--- src/rtl/i2c_pkg.sv ---
// ---------------------------------------------------------------------------
// i2c_pkg
// Shared definitions for the I2C bus scheduler slice.
//   - state_e        : scheduler FSM states
//   - SPEED_*        : speed mode codes understood by the SCL clock manager
//   - DEF_*_CYC      : default timing constants for a 10 MHz system clock
//   - clog2Min1()    : counter width helper that never returns zero
// ---------------------------------------------------------------------------
package i2c_pkg;

   // Scheduler FSM states
   typedef enum logic [2:0] {
      ST_IDLE    = 3'd0,
      ST_CFG     = 3'd1,
      ST_START   = 3'd2,
      ST_ACTIVE  = 3'd3,
      ST_RELEASE = 3'd4
   } state_e;

   // Speed mode codes as driven to the clock manager
   localparam logic [1:0] SPEED_STD   = 2'b00;
   localparam logic [1:0] SPEED_FAST  = 2'b01;
   localparam logic [1:0] SPEED_FASTP = 2'b10;
   localparam logic [1:0] SPEED_HS    = 2'b11;

   // Default timing at 10 MHz: settle time, 10 ms watchdog, 4.7 us bus-free
   localparam int DEF_SETTLE_CYC  = 4;
   localparam int DEF_TIMEOUT_CYC = 100000;
   localparam int DEF_BUF_CYC     = 47;

   // Width able to hold value-1, with a floor of one bit so that a
   // degenerate count of 1 still produces a legal vector
   function automatic int clog2Min1(input int value);
      int w;
      w = $clog2(value);
      return (w < 1) ? 1 : w;
   endfunction

endpackage

--- src/rtl/i2c_rr_arbiter.sv ---
// ---------------------------------------------------------------------------
// i2c_rr_arbiter
// Combinational round-robin pick. The search starts at the requester just
// above the last granted one (ptr_i + 1) and wraps, so the last winner has
// the lowest priority.
// Ports:
//   req_i   : request vector
//   ptr_i   : index of the last granted requester
//   gnt_o   : one-hot winner (all zero when nothing requests)
//   idx_o   : binary index of the winner
//   valid_o : at least one request is present
// ---------------------------------------------------------------------------
module i2c_rr_arbiter #(
   parameter int NUM_REQ = 4,
   parameter int IDX_W   = 2
) (
   input  logic [NUM_REQ-1:0] req_i,
   input  logic [IDX_W-1:0]   ptr_i,
   output logic [NUM_REQ-1:0] gnt_o,
   output logic [IDX_W-1:0]   idx_o,
   output logic               valid_o
);

   // Walk the NUM_REQ candidates in priority order and keep the first hit.
   // The modulo keeps the wrap correct for non power-of-two NUM_REQ.
   always_comb begin
      int               cand;
      logic [IDX_W-1:0] candIdx;
      gnt_o   = '0;
      idx_o   = '0;
      valid_o = 1'b0;
      cand    = 0;
      candIdx = '0;
      for (int i = 1; i <= NUM_REQ; i++) begin
         cand    = (int'(ptr_i) + i) % NUM_REQ;
         candIdx = IDX_W'(cand);
         if (!valid_o && req_i[candIdx]) begin
            valid_o        = 1'b1;
            idx_o          = candIdx;
            gnt_o[candIdx] = 1'b1;
         end
      end
   end

endmodule

--- src/rtl/i2c_bus_scheduler.sv ---
// ---------------------------------------------------------------------------
// i2c_bus_scheduler
// Shares one I2C master datapath (clock manager + transaction engine) among
// NUM_REQ requesters. A round-robin winner has its speed/divider latched
// into the clock manager, the clock is given SETTLE_CYC cycles to settle,
// the engine is started, the transfer is supervised by a watchdog, and
// BUF_CYC bus-free cycles are enforced before the next grant.
// Ports:
//   i_sys_clk, i_rst_n         : clock, asynchronous active-low reset
//   i_req/i_req_speed/i_req_div: per-requester request, speed, divider
//   i_err_clr                  : clears the sticky error flags
//   o_gnt                      : one-hot grant
//   o_cm_enable/speed/divider  : clock manager control
//   i_cm_timing_valid          : clock manager reports usable timing
//   o_xfer_start/i_xfer_done   : engine start pulse / completion pulse
//   o_xfer_abort               : engine abort pulse on watchdog expiry
//   o_busy                     : scheduler not idle
//   o_timeout_err/o_cfg_err    : sticky error flags
// ---------------------------------------------------------------------------
module i2c_bus_scheduler
   import i2c_pkg::*;
#(
   parameter int NUM_REQ     = 4,
   parameter int SETTLE_CYC  = DEF_SETTLE_CYC,
   parameter int TIMEOUT_CYC = DEF_TIMEOUT_CYC,
   parameter int BUF_CYC     = DEF_BUF_CYC
) (
   input  logic                    i_sys_clk,
   input  logic                    i_rst_n,
   input  logic [NUM_REQ-1:0]      i_req,
   input  logic [2*NUM_REQ-1:0]    i_req_speed,
   input  logic [16*NUM_REQ-1:0]   i_req_div,
   input  logic                    i_err_clr,
   output logic [NUM_REQ-1:0]      o_gnt,
   output logic                    o_cm_enable,
   output logic [1:0]              o_cm_speed_mode,
   output logic [15:0]             o_cm_divider,
   input  logic                    i_cm_timing_valid,
   output logic                    o_xfer_start,
   input  logic                    i_xfer_done,
   output logic                    o_xfer_abort,
   output logic                    o_busy,
   output logic                    o_timeout_err,
   output logic                    o_cfg_err
);

   localparam int IDX_W = clog2Min1(NUM_REQ);
   localparam int CNT_W = clog2Min1((SETTLE_CYC > BUF_CYC) ? SETTLE_CYC : BUF_CYC);
   localparam int WD_W  = clog2Min1(TIMEOUT_CYC);

   localparam logic [CNT_W-1:0] SETTLE_LOAD = CNT_W'(SETTLE_CYC - 1);
   localparam logic [CNT_W-1:0] BUF_LOAD    = CNT_W'(BUF_CYC - 1);
   localparam logic [WD_W-1:0]  WD_LOAD     = WD_W'(TIMEOUT_CYC - 1);

   state_e               state_q,        state_d;
   logic [IDX_W-1:0]     ptr_q,          ptr_d;
   logic [IDX_W-1:0]     gntIdx_q,       gntIdx_d;
   logic [CNT_W-1:0]     cnt_q,          cnt_d;
   logic [WD_W-1:0]      wdog_q,         wdog_d;
   logic [NUM_REQ-1:0]   gnt_q,          gnt_d;
   logic                 cmEnable_q,     cmEnable_d;
   logic [1:0]           cmSpeed_q,      cmSpeed_d;
   logic [15:0]          cmDiv_q,        cmDiv_d;
   logic                 xferStart_q,    xferStart_d;
   logic                 xferAbort_q,    xferAbort_d;
   logic                 busy_q,         busy_d;
   logic                 timeoutErr_q,   timeoutErr_d;
   logic                 cfgErr_q,       cfgErr_d;

   logic [NUM_REQ-1:0]   arbGnt;
   logic [IDX_W-1:0]     arbIdx;
   logic                 arbValid;

   logic                 enterRelease;
   logic                 setTimeout;
   logic                 setCfg;

   i2c_rr_arbiter #(
      .NUM_REQ (NUM_REQ),
      .IDX_W   (IDX_W)
   ) u_arb (
      .req_i   (i_req),
      .ptr_i   (ptr_q),
      .gnt_o   (arbGnt),
      .idx_o   (arbIdx),
      .valid_o (arbValid)
   );

   // Next-state logic. Every output is computed one cycle ahead and
   // registered, so each output is a pure function of the new state.
   // The start/abort pulses default low so they last a single cycle.
   always_comb begin
      state_d      = state_q;
      ptr_d        = ptr_q;
      gntIdx_d     = gntIdx_q;
      cnt_d        = cnt_q;
      wdog_d       = wdog_q;
      gnt_d        = gnt_q;
      cmEnable_d   = cmEnable_q;
      cmSpeed_d    = cmSpeed_q;
      cmDiv_d      = cmDiv_q;
      xferStart_d  = 1'b0;
      xferAbort_d  = 1'b0;
      enterRelease = 1'b0;
      setTimeout   = 1'b0;
      setCfg       = 1'b0;

      case (state_q)
         ST_IDLE: begin
            if (arbValid) begin
               state_d    = ST_CFG;
               gnt_d      = arbGnt;
               gntIdx_d   = arbIdx;
               cmEnable_d = 1'b1;
               cmSpeed_d  = i_req_speed[{arbIdx, 1'b0} +: 2];
               cmDiv_d    = i_req_div[{arbIdx, 4'b0000} +: 16];
               cnt_d      = SETTLE_LOAD;
            end
         end

         ST_CFG: begin
            // Timing validity is only judged once the settle time is over
            if (cnt_q == '0) begin
               if (i_cm_timing_valid) begin
                  state_d     = ST_START;
                  xferStart_d = 1'b1;
               end else begin
                  setCfg       = 1'b1;
                  enterRelease = 1'b1;
               end
            end else begin
               cnt_d = cnt_q - CNT_W'(1);
            end
         end

         ST_START: begin
            state_d = ST_ACTIVE;
            wdog_d  = WD_LOAD;
         end

         ST_ACTIVE: begin
            // Completion is checked first so a done pulse coinciding with
            // watchdog expiry is treated as a clean finish
            if (i_xfer_done) begin
               enterRelease = 1'b1;
            end else if (wdog_q == '0) begin
               xferAbort_d  = 1'b1;
               setTimeout   = 1'b1;
               enterRelease = 1'b1;
            end else begin
               wdog_d = wdog_q - WD_W'(1);
            end
         end

         ST_RELEASE: begin
            if (cnt_q == '0) begin
               state_d = ST_IDLE;
            end else begin
               cnt_d = cnt_q - CNT_W'(1);
            end
         end

         default: begin
            state_d = ST_IDLE;
         end
      endcase

      // Common release entry: drop the grant and clock, remember the winner
      // for the next round-robin search, start the bus-free timer
      if (enterRelease) begin
         state_d    = ST_RELEASE;
         gnt_d      = '0;
         cmEnable_d = 1'b0;
         ptr_d      = gntIdx_q;
         cnt_d      = BUF_LOAD;
      end
   end

   // Busy mirrors the registered state, so it is derived from the next state
   always_comb begin
      busy_d = (state_d != ST_IDLE);
   end

   // Sticky error flags: a clear request loses against a simultaneous set
   always_comb begin
      timeoutErr_d = timeoutErr_q;
      cfgErr_d     = cfgErr_q;
      if (i_err_clr) begin
         timeoutErr_d = 1'b0;
         cfgErr_d     = 1'b0;
      end
      if (setTimeout) begin
         timeoutErr_d = 1'b1;
      end
      if (setCfg) begin
         cfgErr_d = 1'b1;
      end
   end

   // State and output registers; reset forces everything back to idle with
   // no abort pulse, regardless of what the engine was doing
   always_ff @(posedge i_sys_clk or negedge i_rst_n) begin
      if (!i_rst_n) begin
         state_q      <= ST_IDLE;
         ptr_q        <= '0;
         gntIdx_q     <= '0;
         cnt_q        <= '0;
         wdog_q       <= '0;
         gnt_q        <= '0;
         cmEnable_q   <= 1'b0;
         cmSpeed_q    <= SPEED_STD;
         cmDiv_q      <= '0;
         xferStart_q  <= 1'b0;
         xferAbort_q  <= 1'b0;
         busy_q       <= 1'b0;
         timeoutErr_q <= 1'b0;
         cfgErr_q     <= 1'b0;
      end else begin
         state_q      <= state_d;
         ptr_q        <= ptr_d;
         gntIdx_q     <= gntIdx_d;
         cnt_q        <= cnt_d;
         wdog_q       <= wdog_d;
         gnt_q        <= gnt_d;
         cmEnable_q   <= cmEnable_d;
         cmSpeed_q    <= cmSpeed_d;
         cmDiv_q      <= cmDiv_d;
         xferStart_q  <= xferStart_d;
         xferAbort_q  <= xferAbort_d;
         busy_q       <= busy_d;
         timeoutErr_q <= timeoutErr_d;
         cfgErr_q     <= cfgErr_d;
      end
   end

   assign o_gnt           = gnt_q;
   assign o_cm_enable     = cmEnable_q;
   assign o_cm_speed_mode = cmSpeed_q;
   assign o_cm_divider    = cmDiv_q;
   assign o_xfer_start    = xferStart_q;
   assign o_xfer_abort    = xferAbort_q;
   assign o_busy          = busy_q;
   assign o_timeout_err   = timeoutErr_q;
   assign o_cfg_err       = cfgErr_q;

endmodule

--- config.mk ---
export PLATFORM = sky130hd
export DESIGN_NAME = i2c_bus_scheduler
export DESIGN_NICKNAME = d
export VERILOG_FILES = /design/src/rtl/i2c_pkg.sv /design/src/rtl/i2c_rr_arbiter.sv /design/src/rtl/i2c_bus_scheduler.sv
export SDC_FILE = /design/constraint.sdc
export NUM_CORES = 1
export LEC_CHECK = 0
export BUFFER_PORTS_ARGS = -buffer_cell sky130_fd_sc_hd__clkbuf_2
export CORE_AREA = 3 3 115 117
export DETAILED_ROUTE_END_ITERATION = 8
export DIE_AREA = 0 0 118 120
export GPL_TIMING_DRIVEN = 1
export PLACE_DENSITY = 0.57
export SLEW_MARGIN = 20
export SYNTH_ARGS = -nofsm -noshare
export SYNTH_HDL_FRONTEND = slang
export SYNTH_SLANG_ARGS = --single-unit
--- constraint.sdc ---
create_clock -name i_sys_clk -period 4.23 [get_ports i_sys_clk]
set_input_delay 0.2115 -clock i_sys_clk [delete_from_list [all_inputs] [get_ports i_sys_clk]]
set_output_delay 0.2115 -clock i_sys_clk [all_outputs]
set_load 0.05 [all_outputs]
==> results of run 1 <==
## worst max-delay path: stages (launching register included)
cell	delay, ps
dfrtp_1	600
inv_1	210
ha_1	530
mux4_2	460
o21bai_2	260
o2bb2ai_4	360
buf_16	240
buf_4	170
mux2i_1	220
a21oi_1	90
a22o_1	210
## cells by family after synthesis
| logic type | count (synthesis) |
|---|---|
| flip-flops | 58 |
| AND/OR/NAND/NOR | 128 |
| adder cells (fa/ha/maj) | 10 |
| AO/OA/AOI/OAI | 115 |
| XOR/XNOR | 11 |
| multiplexers | 26 |
| buffers and inverters | 35 |
## worst min-delay path by stage
stage | cells past startpoint | startpoint | to
2_1_floorplan | 0 | i_rst_n | cnt_q[0]
3_3_place_gp | 1 | i_rst_n | wdog_q[0]
3_5_place_dp | 1 | i_rst_n | o_cfg_err
4_1_cts | 2 | i_err_clr | o_cfg_err
5_1_grt | 2 | i_err_clr | o_cfg_err
6_report | 2 | i_err_clr | o_cfg_err
## flip-flops by register name, summed over array words and instances, names as in the netlist
register,flops
ptr_q,2
cnt_q,6
o_cm_divider,16
o_timeout_err,1
wdog_q,17
state_q,3
o_cm_speed_mode,2
o_xfer_abort,1
o_cfg_err,1
gntIdx_q,2
o_xfer_start,1
o_gnt,4
o_cm_enable,1
o_busy,1
## power breakdown
group	total (mW)	internal, mW	switching [mW]
registers	0.897	0.741	0.155
clock network	0.798	0.520	0.278
logic	2.23	0.862	1.37
total	3.92	2.12	1.80
## synth_stat cells (7+ instances only)
library cell / number
xor2_1: 7
nand2_1: 37
a21oi_1: 29
a211o_1: 16
nor3_1: 12
ha_1: 10
a22o_1: 15
nand3_1: 8
inv_1: 10
clkbuf_1: 16
mux2i_1: 20
nor2b_1: 21
nor2_1: 23
dfrtp_1: 58
## final cells by class
type	instances	area, um^2
multi-input combinational	290	2106
clock inverter	7	101.3
timing repair buffer	116	623.1
fill	1263	7702
clock buffer	9	225.2
inverter	11	41.29
sequential	58	1451
tap	172	215.2
## layer usage
metal	part of all wire (%)	routed length, um	vias to the layer above
met2	49	4527	86
met4	2.0	189	0
met1	45	4155	1547
li1	-	-	1641
met3	4.4	406	11
met5	0	0	-
## metrics by stage
step / setup slack (ps) / power, mW / util, % / cells / hold WS (ps)
finish: 770.7 / 3.924 / 38.21 / 663 / 90.12
global route: 467.5 / 4.209 / 38.21 / 663 / 107.4
CTS: 538.7 / 3.915 / 37.99 / 662 / 77.71
detailed placement: 539.2 / 3.094 / 35.29 / 645 / 318.7
global placement: 726.2 / 3.055 / 35.29 / 645 / 314.5
floorplan: 931.5 / 2.643 / - / 383 / -84.09
==> impl_metrics.py, run 1 <==
metrics = {
    "outcome": {
        "status": "complete, no violations",
    },
    "setup_path": {
        "arrival_ps": 3670,
        "r2r_cells": 10,
        "startpoint": "ptr_q[1]",
        "r2r-start": "ptr_q[1]",
        "ff2ff_setup_slack_ps": 770,
        "path_class": "reg2reg",
        "crit_required_ps": 4450,
        "r2r_end": "o_cm_divider[5]",
        "critPathLaunchType": "flop",
        "cp-end-kind": "flop",
        "crit_fanout": 24,
        "endpoint": "o_cm_divider[5]",
    },
    "sta": {
        "fin_crit_sh_pct": 81.78,
        "fin_skew_ps": 2.612,
        "finalMaxSlewViolations": 0,
        "rsz0062_at_grt": "no",
        "worst_pin_slew_ps": 1028,
        "hold_viol_final": 0,
        "fin_crit_ps": 3459,
        "slew_headroom_pct": 30.91,
        "setup_viol": 0,
        "fmax_mhz": 289.1,
        "finalSetupTns_ps": 0,
    },
    "yosys": {
        "yosys.cell_types.count": 56,
        "synthMuxAreaShare_pct": 8.498,
        "postSynthCellCount": 383,
        "ys_seq_area_share_pct": 39.43,
        "syn-num-nets": 474,
        "synth_top_family_by_area": "compound AO/OA/AOI/OAI gates",
        "synth_edf_count": 0,
        "synth_area_per_cell_um2": 9.611,
        "async_flop_share_pct": 100.0,
        "yosysTopAreaCell": "dfrtp_1",
        "synthTopCellsByArea": "dfrtp_1 39%, mux2i_1 5.4%, a21oi_1 3.9%",
        "synth_seq_cells": 58,
        "ys_warn_count": 0,
        "ys.flop_type": "dfrtp_1",
        "netlist.area_leader.share_pct": 39.43,
        "synth_compound_area_share_pct": 24.00,
        "yosys.area_share.adder_pct": 3.399,
        "syn_area_um2": 3681,
        "synth_xor_xnor_area_share_pct": 2.617,
        "synth-simple-area-share_pct": 17.74,
    },
    "cts": {
        "clockBufferDepth": 2,
        "clk-insertion-delay-late_ps": 330,
        "tritoncts": "built",
        "cts_buffers": 9,
        "cts_setup_buffers": 0,
        "ctsHoldBuffers": 1,
        "clkTransAtPathRegs_ps": 60,
        "clock_sinks": 58,
        "cts.htree.levels": 3,
        "cts_root_buffer": "clkbuf_16",
        "cts_resized": 0,
    },
    "global_routing": {
        "grt-ovfl-total": 0,
        "met3_usage_pct": 2.545,
        "use_met2_pct": 22.21,
        "grt_max_degree": 45,
        "grt_pass1_wl_um": 15650,
        "antenna_found_initial": 0,
        "grtUsageMet1_pct": 17.07,
        "grt_usage_pct": 13.43,
        "grt_busiest_layer": "met2",
        "grt_pass1_vias": 3248,
    },
    "power": {
        "vdd_drop_max_mv": 0.3015,
        "cellLeakagePower_nw": 2.189,
        "p_per_area_nw_per_um2": 823.8,
    },
    "worst_hold_path": {
        "min_path_type": "in2reg",
    },
    "die": {
        "design.core.area_um2": 12470,
        "die-area_um2": 14160,
        "std_cell_rows": 41,
        "ios": 109,
        "start_util_pct": 29.53,
        "die_w_um": 118,
        "die_h_um": 120,
    },
    "detailed_routing": {
        "drtPass1Iterations": 4,
        "viasPerCell": 4.955,
        "first_iter_violations": 165,
        "antenna_left": 0,
        "vias": 3285,
        "drc": 0,
        "wl_per_cell_um": 14.00,
        "wl_um": 9279,
    },
    "flow_run": {
        "drv_cap": 0,
    },
    "placed_design": {
        "gp_congestion": 0.8093,
        "hpwl_um": 6776,
        "placed_area_um2": 4399,
        "io_buffers": 108,
    },
    "layout": {
        "syn2layout_area_growth_pct": 29.40,
        "drive_above_1_share_pct": 29.74,
        "stdcell_area_um2": 4763,
        "final_common_cell": "clkbuf_2",
        "nNetsFinal": 577,
        "final_cell_mix": "108 x clkbuf_2, 58 x dfrtp_1, 37 x nand2_1",
        "insertedDiodeCount": 0,
    },
}
Note: power is estimated with default switching activity, not from simulation.
==> run 2, diff against run 1 <==
Settings changed: ABC_AREA set to 1, CORE_AREA 3 3 115 117 to 3 3 118 120, DIE_AREA 0 0 118 120 to 0 0 121 123, PLACE_DENSITY 0.57 to 0.56.
Clock period 4.23 ns to 3.4 ns, I/O delays scaled along.
==> run 2 against run 1 <==
Against the previous run: clock power up 15%; synthesized cell count up 40%; sequential share of layout area down 0.29 points; worst setup slack worse by 190 ps; utilization down 1.5 points; non-clock buffer count down 3; largest cell class unchanged; largest power group is now the clock network; global-route usage up 1.8 points; design area up 0.97%; first-iteration DRC count up 34%.
==> impl_metrics.py, run 2 <==
metrics = {
    "cts": {
        "clockBufferDepth": 2,
        "tritoncts": "built",
        "cts.htree.levels": 3,
        "ctsHoldBuffers": 1,
        "clkTransAtPathRegs_ps": 50,
        "clk-insertion-delay-late_ps": 330,
        "clock_sinks": 58,
        "cts_setup_buffers": 0,
        "cts_buffers": 9,
        "cts_resized": 0,
        "cts_root_buffer": "clkbuf_16",
    },
    "sta": {
        "worst_pin_slew_ps": 775.7,
        "setup_viol": 0,
        "layout_setup_ws_ps": 583.6,
        "fin_crit_ps": 2816,
        "hold_viol_final": 0,
        "rsz0062_at_grt": "no",
        "whs_ps": 38.79,
        "fin_skew_ps": 6.073,
        "slew_headroom_pct": 48.29,
        "fmax_mhz": 355.1,
        "fin_crit_sh_pct": 82.84,
        "finalSetupTns_ps": 0,
        "finalMaxSlewViolations": 0,
    },
    "layout": {
        "insertedDiodeCount": 0,
        "nNetsFinal": 731,
        "largest_reg_flops": 17,
        "drive_above_1_share_pct": 23.10,
        "final_cell_mix": "147 x nand2_1, 115 x nand3_1, 108 x clkbuf_2",
        "fin_util_pct": 36.76,
        "seq_area_um2": 1451,
        "syn2layout_area_growth_pct": 24.20,
        "fill_cells": 1370,
        "fin_cells": 821,
        "final_common_cell": "nand2_1",
        "multi_input_area_um2": 2072,
        "stdcell_area_um2": 4810,
        "largest-register": "wdog_q",
    },
    "placed_design": {
        "gp_congestion": 0.8955,
        "placed_area_um2": 4501,
        "dpl_worst_slack_ps": 633.5,
        "hpwl_um": 8373,
        "place_inst": 804,
        "io_buffers": 108,
    },
    "detailed_routing": {
        "first_iter_violations": 221,
        "viasPerCell": 4.709,
        "drtPass1Iterations": 5,
        "wl_um": 10990,
        "drc": 0,
        "antenna_left": 0,
        "wl_per_cell_um": 13.38,
        "vias": 3866,
    },
    "global_routing": {
        "antenna_found_initial": 0,
        "grt-ovfl-total": 0,
        "grt_pass1_wl_um": 18260,
        "grt_usage_pct": 15.26,
        "met3_usage_pct": 3.705,
        "grt_max_degree": 38,
        "grtUsageMet1_pct": 20.46,
        "grt_pass1_vias": 3762,
        "grt_busiest_layer": "met2",
        "use_met2_pct": 24.21,
    },
    "yosys": {
        "syn_area_um2": 3872,
        "ys_warn_count": 0,
        "yosys-top-cells-count": "147 x nand2_1, 115 x nand3_1, 58 x dfrtp_1",
        "ys.flop_type": "dfrtp_1",
        "yosys.cell_count.top_type": "nand2_1",
        "synth_area_per_cell_um2": 7.211,
        "synthTopCellsByArea": "dfrtp_1 37%, nand3_1 15%, nand2_1 14%",
        "synth_edf_count": 0,
        "yosysTopAreaCell": "dfrtp_1",
        "async_flop_share_pct": 100.0,
        "postSynthCellCount": 537,
        "yosys.cell_types.count": 36,
        "ys_seq_area_share_pct": 37.48,
        "syn-num-nets": 628,
        "netlist.area_leader.share_pct": 37.48,
        "synth_seq_cells": 58,
    },
    "setup_path": {
        "max_stage_delay_ps": 560,
        "critPathLaunchType": "flop",
        "arrival_ps": 3080,
        "path_class": "reg2reg",
        "slowest_stage": "dfrtp_1",
        "crit_fanout": 18,
        "crit_chain": "inv_2, ha_1, inv_1, nand3_2, nand2_4, inv_4, nand3_2, nor2_1, nor2_2, inv_2, nand3_1, nand3_1, nand2_1",
        "crit_required_ps": 3670,
        "cp-end-kind": "flop",
    },
    "die": {
        "design.core.area_um2": 13090,
        "die-area_um2": 14880,
        "ios": 109,
        "die_h_um": 123,
        "die_w_um": 121,
        "start_util_pct": 29.59,
        "std_cell_rows": 42,
    },
    "worst_hold_path": {
        "min_path_type": "in2reg",
    },
    "power": {
        "power_mw": 2.096,
        "vdd_drop_max_mv": 0.2335,
        "cellLeakagePower_nw": 2.431,
        "p_per_area_nw_per_um2": 435.8,
    },
    "flow_run": {
        "drv_cap": 0,
    },
    "outcome": {
        "status": "complete, no violations",
    },
}
run 2: cell types whose count changed after synthesis, moves of 21 or more:
cell     before  now
o21ai_0       6   32
nand2_1      37  147
nor2b_1      21    0
inv_1        10   44
nand3_1       8  115
run 2: area by class of cell:
class | count | area share [%]
Sequential cell | 58 | 30.18
Multi-Input combinational cell | 409 | 43.08
Tap cell | 176 | 4.579
Clock buffer | 14 | 5.489
Timing Repair Buffer | 113 | 12.07
Clock inverter | 2 | 0.7284
Inverter | 49 | 3.876
run 2: final timing paths:
path / slack, ps / depth (start not counted) / endpoint / start
setup / recovery: 580 / 13 / o_cm_divider[4] / ptr_q[0]
hold / removal: 40 / 2 / o_cfg_err / i_err_clr
setup reg to reg: 580 / 13 / o_cm_divider[4] / ptr_q[0]
hold reg to reg: 480 / 2 / wdog_q[16] / wdog_q[16]
max in group asynchronous: 2180 / 3 / wdog_q[12] / i_rst_n
min in group asynchronous: 460 / 2 / cnt_q[4] / i_rst_n
run 2: report_power, final:
part / switching [mW] / internal [mW] / total, mW
clock: 0.313 / 0.606 / 0.919
combinational: 0.291 / 0.126 / 0.417
sequential: 0.0284 / 0.732 / 0.760
run 2: routing by layer:
metal / vias up / part of all wire [%]
li1: 1985 / -
met4: 0 / 1.3
met1: 1765 / 47
met2: 104 / 47
met5: - / 0
met3: 12 / 5.2
run 2: logic make-up (layout without fill, tap and decap cells):
logic type | Yosys count | count (layout) | share of synthesized area, %
AND/OR/NAND/NOR | 339 | 339 | 41.10
buffers and inverters | 70 | 178 | 9.015
flip-flops | 58 | 58 | 37.48
AO/OA/AOI/OAI | 52 | 52 | 7.367
adder cells (fa/ha/maj) | 10 | 10 | 3.231
XOR/XNOR | 8 | 8 | 1.809
run 2: worst max-delay path, delay by kind of cell (launching register included):
family	cells	cell delay, ps
adder cells (fa/ha/maj)	1	390
buffers and inverters	4	710
flip-flops	1	560
AND/OR/NAND/NOR	8	1080
==> run 3, diff against run 2 <==
Settings changed: PLACE_DENSITY 0.56 to 0.58.
Clock period 3.4 ns to 2.3 ns, I/O delays scaled along.
==> run 3 against run 2 <==
Against the previous run: first-iteration DRC count is 2.3% lower; combinational power is 54% higher; clock-buffer cell count is 5 lower; clock power is 66% higher; largest cell class unchanged; hold slack worse by 28 ps; fmax is 33% higher; total power is 57% higher; wire length is 2.2% higher; largest power group unchanged; die area stayed put; sequential share of layout area is 1.3 points lower; register-to-register slack worse by 410 ps.
==> impl_metrics.py, run 3 (same netlist as run 2, synthesis figures left out) <==
metrics = {
    "outcome": {
        "status": "complete, no violations",
    },
    "cts": {
        "cts_buffers": 9,
        "tritoncts": "built",
        "clockBufferDepth": 2,
        "clk-insertion-delay-late_ps": 320,
        "clock_sinks": 58,
        "clkTransAtPathRegs_ps": 50,
        "cts.htree.levels": 3,
        "cts_root_buffer": "clkbuf_16",
    },
    "power": {
        "vdd_drop_max_mv": 0.3783,
        "p_per_area_nw_per_um2": 655.7,
        "power_mw": 3.296,
        "cellLeakagePower_nw": 2.536,
    },
    "setup_path": {
        "cp.buffers_inverters": 4,
        "crit_family": "simple AND/OR/NAND/NOR gates",
        "critPathLaunchType": "flop",
        "slowest_stage": "dfrtp_1",
        "cp-end-kind": "flop",
        "path_class": "reg2reg",
        "cpMostUsedCell": "nand3_1",
        "arrival_ps": 2340,
        "crit_chain": "inv_1, ha_1, inv_1, nand3_2, nand2_4, inv_4, nand3_4, buf_12, nand3_1, nand3_1, nand3_1, nand2_1",
        "max_stage_delay_ps": 350,
        "crit_required_ps": 2510,
        "crit_fanout": 17,
    },
    "layout": {
        "nNetsFinal": 743,
        "fin_cells": 833,
        "fin_util_pct": 38.42,
        "final_cell_mix": "146 x nand2_1, 113 x nand3_1, 108 x clkbuf_2",
        "syn2layout_area_growth_pct": 29.82,
        "largest_reg_flops": 17,
        "insertedDiodeCount": 0,
        "drive_above_1_share_pct": 25.57,
        "fill_cells": 1356,
        "largest-register": "wdog_q",
        "stdcell_area_um2": 5027,
        "final_common_cell": "nand2_1",
    },
    "detailed_routing": {
        "first_iter_violations": 216,
        "antenna_left": 0,
        "wl_per_cell_um": 13.48,
        "drc": 0,
        "wl_um": 11230,
        "viasPerCell": 4.715,
        "vias": 3928,
        "drtPass1Iterations": 4,
    },
    "sta": {
        "finalSetupTns_ps": 0,
        "fin_crit_ps": 2125,
        "setup_viol": 0,
        "fin_skew_ps": 6.590,
        "finalMaxSlewViolations": 0,
        "fmax_mhz": 470.6,
        "hold_viol_final": 0,
        "whs_ps": 10.54,
        "worst_pin_slew_ps": 623.7,
        "fin_crit_sh_pct": 92.39,
        "slew_headroom_pct": 58.42,
        "layout_setup_ws_ps": 175.1,
    },
    "flow_run": {
        "drv_cap": 0,
    },
    "global_routing": {
        "grt_usage_pct": 15.12,
        "antenna_found_initial": 0,
        "grt_pass1_vias": 3818,
        "grt_max_degree": 38,
        "grt-ovfl-total": 0,
        "grt_pass1_wl_um": 18380,
    },
    "placed_design": {
        "place_inst": 812,
        "io_buffers": 108,
        "dpl_worst_slack_ps": 112.4,
        "gp_congestion": 0.8338,
        "placed_area_um2": 4598,
        "hpwl_um": 8385,
    },
    "worst_hold_path": {
        "min_path_type": "in2reg",
    },
    "die": {
        "ios": 109,
        "design.core.area_um2": 13090,
        "std_cell_rows": 42,
        "die-area_um2": 14880,
        "die_h_um": 123,
        "start_util_pct": 29.59,
        "die_w_um": 121,
    },
}
-- run 3: final cells by class --
cell class	instances	area (um^2)	share of cell area, %
multi-input cells	411	2123	42.24
flip-flops and latches	58	1451	28.87
repair buffers	123	699.4	13.91
clock buffers	9	225.2	4.480
well taps	176	220.2	4.380
inverters	49	191.4	3.808
clock inverters	7	116.4	2.315
-- run 3: power by group --
part | internal, mW | switching [mW] | total (mW) | leakage (nW)
registers | 1.08 | 0.0424 | 1.12 | 0.693
logic | 0.199 | 0.441 | 0.641 | 1.68
clock network | 1.06 | 0.476 | 1.53 | 0.166
-- run 3: final timing paths --
kind,from,to,slack (ps),cells after the start
worst max register to register,ptr_q[1],o_cm_divider[14],180,12
worst max-delay path,ptr_q[1],o_cm_divider[14],180,12
worst min-delay path,i_xfer_done,o_xfer_abort,10,2
max in group asynchronous,i_rst_n,o_cm_enable,1340,3
worst min register to register,wdog_q[16],wdog_q[16],470,2
min in group asynchronous,i_rst_n,o_timeout_err,340,2
-- run 3: repair_timing --
action | in CTS | in global routing
gates resized for setup | 0 | 13
endpoints found under the setup margin | 0 | 24
endpoints found under the hold margin | 23 | 0
buffers inserted | 0 | 1
hold buffers | 2 | 0
-- run 3: worst reg2reg max path, stage by stage (launching register included) --
cell and delay (ps):
dfrtp_1 350, inv_1 60, ha_1 330, inv_1 100, nand3_2 120, nand2_4 90
inv_4 130, nand3_4 220, buf_12 250, nand3_1 90, nand3_1 110, nand3_1 110
nand2_1 50
-- run 3: per-layer routing --
metal  wire length, um  GRT usage, %  part of all wire [%]
met5                 0             0                     0
met4               129         4.178                   1.1
met3               536         2.836                   4.8
met2              5299         24.63                    47
met1              5259         20.67                    47
